<file path="src/rtl/cic_comp_fir.sv">
// CIC droop-compensation FIR: one shared multiplier walks all taps per output,
// with optional extra decimation and a valid/ready output register.
//
// state | meaning
// ------+-----------------------------------------------------------
// IDLE  | waiting for an input sample; coefficient writes allowed
// MAC   | one tap per cycle, accumulating x[n-k]*h[k]
// RND   | round, saturate and register the result
// HOLD  | result presented until the consumer accepts it
module cic_comp_fir #(
  parameter int DATA_WIDTH = 16,
  parameter int NUM_TAPS   = 15,
  parameter int COEF_WIDTH = 16,
  parameter int COEF_FRAC  = 14,
  parameter int ACC_WIDTH  = 40,
  parameter int DECIM      = 2
) (
  input  logic                        clk,
  input  logic                        rst,
  input  logic [DATA_WIDTH-1:0]       in_data,
  input  logic                        in_valid,
  output logic [DATA_WIDTH-1:0]       out_data,
  output logic                        out_valid,
  input  logic                        out_ready,
  input  logic                        coef_we,
  input  logic [$clog2(NUM_TAPS)-1:0] coef_addr,
  input  logic [COEF_WIDTH-1:0]       coef_wdata,
  output logic                        overrun,
  input  logic                        overrun_clr
);

  localparam int AW    = $clog2(NUM_TAPS);
  localparam int PW    = (DECIM > 1) ? $clog2(DECIM) : 1;
  localparam int PRODW = DATA_WIDTH + COEF_WIDTH;

  localparam logic [COEF_WIDTH-1:0] COEF_ONE = COEF_WIDTH'(1) << COEF_FRAC;
  localparam logic signed [ACC_WIDTH-1:0] RND_HALF = ACC_WIDTH'(1) << (COEF_FRAC - 1);
  localparam logic signed [ACC_WIDTH-1:0] SAT_MAX =
    {{(ACC_WIDTH-DATA_WIDTH+1){1'b0}}, {(DATA_WIDTH-1){1'b1}}};
  localparam logic signed [ACC_WIDTH-1:0] SAT_MIN =
    {{(ACC_WIDTH-DATA_WIDTH+1){1'b1}}, {(DATA_WIDTH-1){1'b0}}};

  typedef enum logic [1:0] {IDLE, MAC, RND, HOLD} state_t;

  state_t state, state_nxt;

  logic [DATA_WIDTH-1:0] hist [NUM_TAPS];
  logic [COEF_WIDTH-1:0] coef [NUM_TAPS];
  logic [AW-1:0]         wr_ptr, wr_nxt;
  logic [AW-1:0]         rd_ptr, rd_nxt;
  logic [AW-1:0]         tap_k;
  logic [PW-1:0]         phase;
  logic signed [ACC_WIDTH-1:0] acc;

  logic accept, drop, coef_wr, mac_en, rnd_en, start_mac, phase_last, addr_ok;

  logic [DATA_WIDTH-1:0]        x_tap;
  logic [COEF_WIDTH-1:0]        h_tap;
  logic signed [PRODW-1:0]      prod;
  logic signed [ACC_WIDTH-1:0]  prod_ext, acc_rnd, acc_shr;
  logic [DATA_WIDTH-1:0]        sat_data;

  assign addr_ok    = ({{(32-AW){1'b0}}, coef_addr} < 32'(NUM_TAPS));
  assign phase_last = (phase == PW'(DECIM - 1));
  assign start_mac  = accept && phase_last;
  assign wr_nxt     = (wr_ptr == AW'(NUM_TAPS - 1)) ? '0 : wr_ptr + 1'b1;
  assign rd_nxt     = (rd_ptr == AW'(NUM_TAPS - 1)) ? '0 : rd_ptr + 1'b1;

  // state register
  always_ff @(posedge clk) begin
    if (rst) state <= IDLE;
    else     state <= state_nxt;
  end

  // next-state logic
  always_comb begin
    state_nxt = state;
    case (state)
      IDLE:    if (start_mac) state_nxt = MAC;
      MAC:     if (tap_k == '0) state_nxt = RND;
      RND:     state_nxt = HOLD;
      HOLD:    if (out_ready) state_nxt = IDLE;
      default: state_nxt = IDLE;
    endcase
  end

  // state decode
  always_comb begin
    accept  = 1'b0;
    coef_wr = 1'b0;
    mac_en  = 1'b0;
    rnd_en  = 1'b0;
    case (state)
      IDLE: begin
        accept  = in_valid;
        coef_wr = coef_we && addr_ok;
      end
      MAC:     mac_en = 1'b1;
      RND:     rnd_en = 1'b1;
      default: ;
    endcase
    drop = in_valid && (state != IDLE);
  end

  // Taps are walked oldest-first: tap_k counts down from NUM_TAPS-1 while
  // rd_ptr climbs from the slot just after the newest sample.
  assign x_tap    = hist[rd_ptr];
  assign h_tap    = coef[tap_k];
  assign prod     = $signed({{COEF_WIDTH{x_tap[DATA_WIDTH-1]}}, x_tap}) *
                    $signed({{DATA_WIDTH{h_tap[COEF_WIDTH-1]}}, h_tap});
  assign prod_ext = {{(ACC_WIDTH-PRODW){prod[PRODW-1]}}, prod};

  always_ff @(posedge clk) begin
    if (rst) begin
      for (int i = 0; i < NUM_TAPS; i++) begin
        hist[i] <= '0;
        coef[i] <= (i == 0) ? COEF_ONE : '0;
      end
      wr_ptr <= '0;
      rd_ptr <= '0;
      tap_k  <= '0;
      phase  <= '0;
      acc    <= '0;
    end else begin
      // the write lands before any MAC started in the same cycle reads it
      if (coef_wr) coef[coef_addr] <= coef_wdata;
      if (accept) begin
        hist[wr_ptr] <= in_data;
        wr_ptr       <= wr_nxt;
        if (phase_last) begin
          phase  <= '0;
          acc    <= '0;
          rd_ptr <= wr_nxt;
          tap_k  <= AW'(NUM_TAPS - 1);
        end else begin
          phase <= phase + 1'b1;
        end
      end
      if (mac_en) begin
        acc    <= acc + prod_ext;
        rd_ptr <= rd_nxt;
        tap_k  <= tap_k - 1'b1;
      end
    end
  end

  assign acc_rnd = acc + RND_HALF;
  assign acc_shr = acc_rnd >>> COEF_FRAC;

  always_comb begin
    if (acc_shr > SAT_MAX)      sat_data = SAT_MAX[DATA_WIDTH-1:0];
    else if (acc_shr < SAT_MIN) sat_data = SAT_MIN[DATA_WIDTH-1:0];
    else                        sat_data = acc_shr[DATA_WIDTH-1:0];
  end

  always_ff @(posedge clk) begin
    if (rst) begin
      out_data  <= '0;
      out_valid <= 1'b0;
      overrun   <= 1'b0;
    end else begin
      if (rnd_en) begin
        out_data  <= sat_data;
        out_valid <= 1'b1;
      end else if (state == HOLD && out_ready) begin
        out_valid <= 1'b0;
      end
      if (drop)             overrun <= 1'b1;
      else if (overrun_clr) overrun <= 1'b0;
    end
  end

endmodule

</file>
<file path="config.mk">
export PLATFORM = sky130hd
export DESIGN_NAME = cic_comp_fir
export DESIGN_NICKNAME = d
export VERILOG_FILES = /design/src/rtl/cic_comp_fir.sv
export SDC_FILE = /design/constraint.sdc
export NUM_CORES = 2
export LEC_CHECK = 0
export CORE_MARGIN = 3
export CORE_UTILIZATION = 50
export CTS_BUF_LIST = sky130_fd_sc_hd__clkbuf_4 sky130_fd_sc_hd__clkbuf_8
export DETAILED_ROUTE_END_ITERATION = 7
export PLACE_DENSITY_LB_ADDON = 0.2
export REMOVE_ABC_BUFFERS = 1
export SYNTH_ARGS = -nofsm -noshare
export SYNTH_HDL_FRONTEND = slang
export SYNTH_SLANG_ARGS = --single-unit
export TNS_END_PERCENT = 100
</file>
<file path="constraint.sdc">
create_clock -name clk -period 12.9 [get_ports clk]
set_input_delay 2.58 -clock clk [delete_from_list [all_inputs] [get_ports clk]]
set_output_delay 2.58 -clock clk [all_outputs]
set_load 0.005 [all_outputs]
</file>
* After elaboration in Yosys (flattened, before gate mapping)
Memory sizes are Yosys's and may differ from the RTL's. A register that Yosys moved wholly into a read port is not among the register bits.
Cells that the tools add are included.
** Storage, ports and cells
- Flip-flop bits (word level) :: 73
- Memories kept :: 2
- Bits in writable memories :: 480
- Bits of input ports :: 42
- Logic and storage cells :: 88
** Operators by class
- $lt $le $gt $ge :: 3
- Reductions and logical operators :: 15
- Multiplexer cells :: 44
- Equal/unequal tests :: 8
- Multipliers :: 1
- Add/subtract/negate cells :: 6
** Memories
- coef :: words 15, bits a word 16, read ports 1, clocked after memory_dff 1, write ports 15, line 48 : logic [COEF_WIDTH-1:0] coef [NUM_TAPS];
- hist :: words 15, bits a word 16, read ports 1, clocked after memory_dff 1, write ports 15, line 47 : logic [DATA_WIDTH-1:0] hist [NUM_TAPS];
** Operator list (number)
- $mux W40 :: 3
- $mux W16 :: 4
- $mux W4 :: 14
- $add A40 B15 Y40 const B :: 1
- $add A40 B32 Y40 :: 1
- $mul A16 B16 Y32 :: 1
- $reduce_or A16 Y1 :: 2
- $gt A26 B16 Y1 const B :: 1
- $lt A26 B16 Y1 const B :: 1
- $mux W1 :: 19
- $reduce_bool A2 Y1 :: 5
- $add A4 B1 Y4 const B :: 2
- $eq A4 B4 Y1 const B :: 2
- $pmux W2 S4 :: 1
- $mux W2 :: 3
- $ne A2 B2 Y1 const B :: 3
- $eq A2 B2 Y1 const B :: 2
- $logic_and A1 B1 Y1 :: 4
- $logic_not A4 Y1 :: 1
- $lt A4 B4 Y1 const B :: 1
- $sub A4 B1 Y4 const B :: 1
- $reduce_and A3 Y1 :: 1
- $eq A2 B1 Y1 const B :: 1
- $logic_not A2 Y1 :: 1
- other kinds (2) :: 2

* Depth between registers and ports, before layout
- Depth in word-level cells :: 8
- Depth in mapped cells :: 31
- Depth with buffers taken out :: 27

* Least setup slack after synthesis
OpenSTA, ideal clock, no wires.
- Kind :: register to register
- Start :: reg with a tool-made name
- End :: reg acc[39]
- Buffers on the path :: 4
- Slack :: 4.886 ns
- Data required time :: 12.783 ns
- Clock period less this slack :: 8.014 ns
- Arrival time :: 7.896 ns
- Stages on the path, launching flop included :: 30
- Cell sequence :: dfxtp_1 > buf_2 > buf_2 > buf_2 > mux4_2 > mux2i_1 > nand2_1 > o21ai_1 > clkbuf_1 > nor2_1 > fa_1 > inv_1 > fa_1 > fa_1 > fa_1 > inv_1 > fa_1 > inv_1 > fa_1 > inv_1 > ha_1 > and3_1 > and3_1 > a211oi_2 > a211oi_1 > o211a_1 > o21ai_1 > a211oi_1 > or3_1 > a32o_1
** RTL lines
- to (signal assigned) :: line 140 : acc <= acc + prod_ext;
- to (decl) :: line 53 : logic signed [ACC_WIDTH-1:0] acc;

==> out/qor.csv <==
stage;metric;value;unit
cells_and_area;share of layout cells above drive strength 1;0.134;
synth;ys async rst share;0;
detailed_routing;routed wire length;95200;um
synth;Yosys reg bits;593;
place;RePlAce Congestion;0.907;
worst_setup_path;worst-path fanout max;33;
floorplanning;die area;0.0807;mm^2
worst_setup_path;critical path class;reg2reg;
clock_tree;clock-pin slew on the worst setup and hold paths;60;ps
worst_setup_path;Startpoint Class;flop;
place;post-DP HPWL;65200;um
sta;Worst Max-Slew Pin Slew;1100;ps
place;port buffer count;59;
sta;Peak Freq;105;MHz
clock_tree;PostCTS Resize Cnt;0;
floorplanning;Initial Utilization;0.507;
detailed_routing;drt pass-1 iters;5;
global_routing;initial antenna violation count;1;
global_routing;final global-route overflow total;0;
floorplanning;die width;284;um
clock_tree;total clock sinks;593;
min_path;hold crit path type;reg2reg;
synth;post-synthesis sequential area ratio;0.440;
synth;Gate Count Post-Synth;3200;
sta;period utilization;0.735;
global_routing;number of global-route vias before repair;26000;
clock_tree;root buffer cell;clkbuf_8;
worst_setup_path;critical path capture point type;flop;
clock_tree;hold buffers post-CTS;0;
detailed_routing;DRC Markers;0;
global_routing;Global Route Usage Sum;0.244;
sta;Final Slew Violations;0;
floorplanning;# rows;101;
synth;Syn Area/Cell;12.1;um^2
sta;Slew headroom;0.261;
clock_tree;clk_lat worst skew;730;ps
detailed_routing;Vias/cell;5.45;
synth;Post-synth EDFFs;512;
sta;final hold violations;0;
outcome;status;finished, final reports clean;
detailed_routing;via count;23900;
synth;synthesized cell area;0.0386;mm^2
clock_tree;CTS Buf Count;99;
sta;final setup fails;0;
synth;Synth cell types;65;
synth;Ys Warns;0;
clock_tree;postcts setup bufs;0;
clock_tree;H-Tree Depth;3;
floorplanning;core region area;0.0762;mm^2
synth;Main synth FF type;edfxtp_1;
clock_tree;CTS tree;built;
detailed_routing;initial drt markers;1901;
detailed_routing;final antenna-violating net count;0;
sta;unrepaired setup endpoints after global routing;no;
sta;Final min period;9480;ps
global_routing;first-pass GRT wire length;152000;um
cells_and_area;area delta synth->final;9.95;%
job;max cap viols;0;
clock_tree;Max clock buf depth;3;
sta;Final TNS setup;0;ps
floorplanning;IO Pins;60;
sta;clock skew;38.0;ps
global_routing;largest net degree at the start of global routing;63;
detailed_routing;routed len/inst;21.7;um
worst_setup_path;crit path DAT;10110;ps
cells_and_area;# nets final;3757;
floorplanning;chip height;284;um
worst_setup_path;WP data required;13520;ps
[cells in the final DEF, fill, tap and decap left out, types with 6 or more instances in the layout]
cell / count
mux2_2: 23
nor2b_1: 7
nand2_1: 191
mux4_2: 138
conb_1: 16
or2_2: 36
a21oi_1: 61
clkinv_2: 8
o21ai_1: 23
dfxtp_1: 77
nor2_1: 257
nand2b_1: 23
xnor2_1: 29
fa_1: 330
nand4_1: 6
and3_1: 12
o21bai_1: 6
o21a_1: 24
edfxtp_1: 512
and2_1: 486
a211oi_1: 13
clkbuf_4: 47
xor2_1: 33
nor3_1: 28
a22oi_1: 9
nand3_1: 20
a31oi_1: 7
o21ai_0: 37
clkbuf_8: 106
buf_4: 56
mux2i_1: 24
clkdlybuf4s50_1: 58
a21o_1: 19
ha_1: 120
inv_1: 421
clkinv_1: 12
[path summary, 6_finish.rpt]
check / start / end / slack [ps] / cells past startpoint
worst max-delay path: flop / acc[32]$_SDFFE_PP0P_ / 3420 / 26
worst min-delay path: out_data[11]$_SDFFE_PP0P_ / out_data[11]$_SDFFE_PP0P_ / 470 / 2
worst max register to register: flop / acc[32]$_SDFFE_PP0P_ / 3420 / 26
worst min register to register: out_data[11]$_SDFFE_PP0P_ / out_data[11]$_SDFFE_PP0P_ / 470 / 2
[synthesized netlist by cell type (all sizes together), types with 33 or more instances]
master    n  area share
a21oi    61      0.0079
and2    486       0.079
clkbuf  135       0.013
dfxtp    81       0.042
edfxtp  512        0.40
fa      330        0.17
ha      121       0.039
inv     422       0.041
mux4    138       0.080
nand2   191       0.019
nor2    262       0.025
o21ai    61      0.0080
or2      36      0.0058
xor2     33      0.0075
[registers in the layout, summed over array words and instances (netlist names), named ones only]
register and count:
hist 256, rd_ptr 4, acc 40, phase 1, tap_k 4, wr_ptr 4, overrun 1, out_valid 1
out_data 16, coef 256, state 2
[cells by family after synthesis]
kind of cell / count (synthesis) / synth area share
compound gates: 230 / 0.0382
fa+ha+maj: 451 / 0.210
simple gates: 1090 / 0.146
xor+xnor: 62 / 0.0141
buf+inv: 588 / 0.0580
flops: 593 / 0.440
mux: 185 / 0.0933
other cells: 1 / 0.0000970
[metal layers]
| layer | track usage | wire length, um | part of all wire | vias up |
|---|---|---|---|---|
| li1 | - | - | - | 10700 |
| met1 | 0.330 | 40700 | 0.43 | 12200 |
| met2 | 0.409 | 46500 | 0.49 | 712 |
| met3 | 0.0374 | 5370 | 0.056 | 169 |
| met4 | 0.0755 | 2650 | 0.028 | 0 |
| met5 | 0 | 0 | 0 | - |
[cell type report]
class                           instances  area [um^2]
Sequential cell                       593        17000
Multi-Input combinational cell       2034        19500
Inverter                              422         1580
Antenna cell                            1         2.50
Fill cell                            6331        33700
Tap cell                             1030         1290
Timing Repair Buffer                  114         1000
Clock buffer                          153         1810
Clock inverter                         32          313
[worst max-delay path, cell delays in order (launching register included)]
cell	delay, ps
dfxtp_4	780
buf_4	690
mux4_2	590
mux2i_1	430
nand2_1	150
o21ai_1	420
nor2_1	160
fa_1	560
inv_1	60
fa_1	490
fa_1	510
inv_1	50
fa_1	480
fa_1	540
inv_1	50
fa_1	520
inv_1	40
ha_1	350
and3_1	220
and2_1	130
nand3_1	110
a2111oi_1	960
o21ai_0	270
a21oi_1	240
o21ai_0	150
nor3b_1	170
o31ai_1	240
[through the flow]
stage	worst slack, ps	utilization	cell area [um^2]	hold slack, ps	cells
6_report	3420	0.558	42500	471	4379
5_1_grt	2780	0.558	42500	498	4379
4_1_cts	3450	0.557	42500	475	4377
3_5_place_dp	3420	0.530	40400	464	4192
3_3_place_gp	3500	0.530	40400	463	4192
2_1_floorplan	2810	-	38000	455	3049
Power is not shown: default switching activity piles up to over one toggle a cycle in this logic, so the estimate is an artifact.
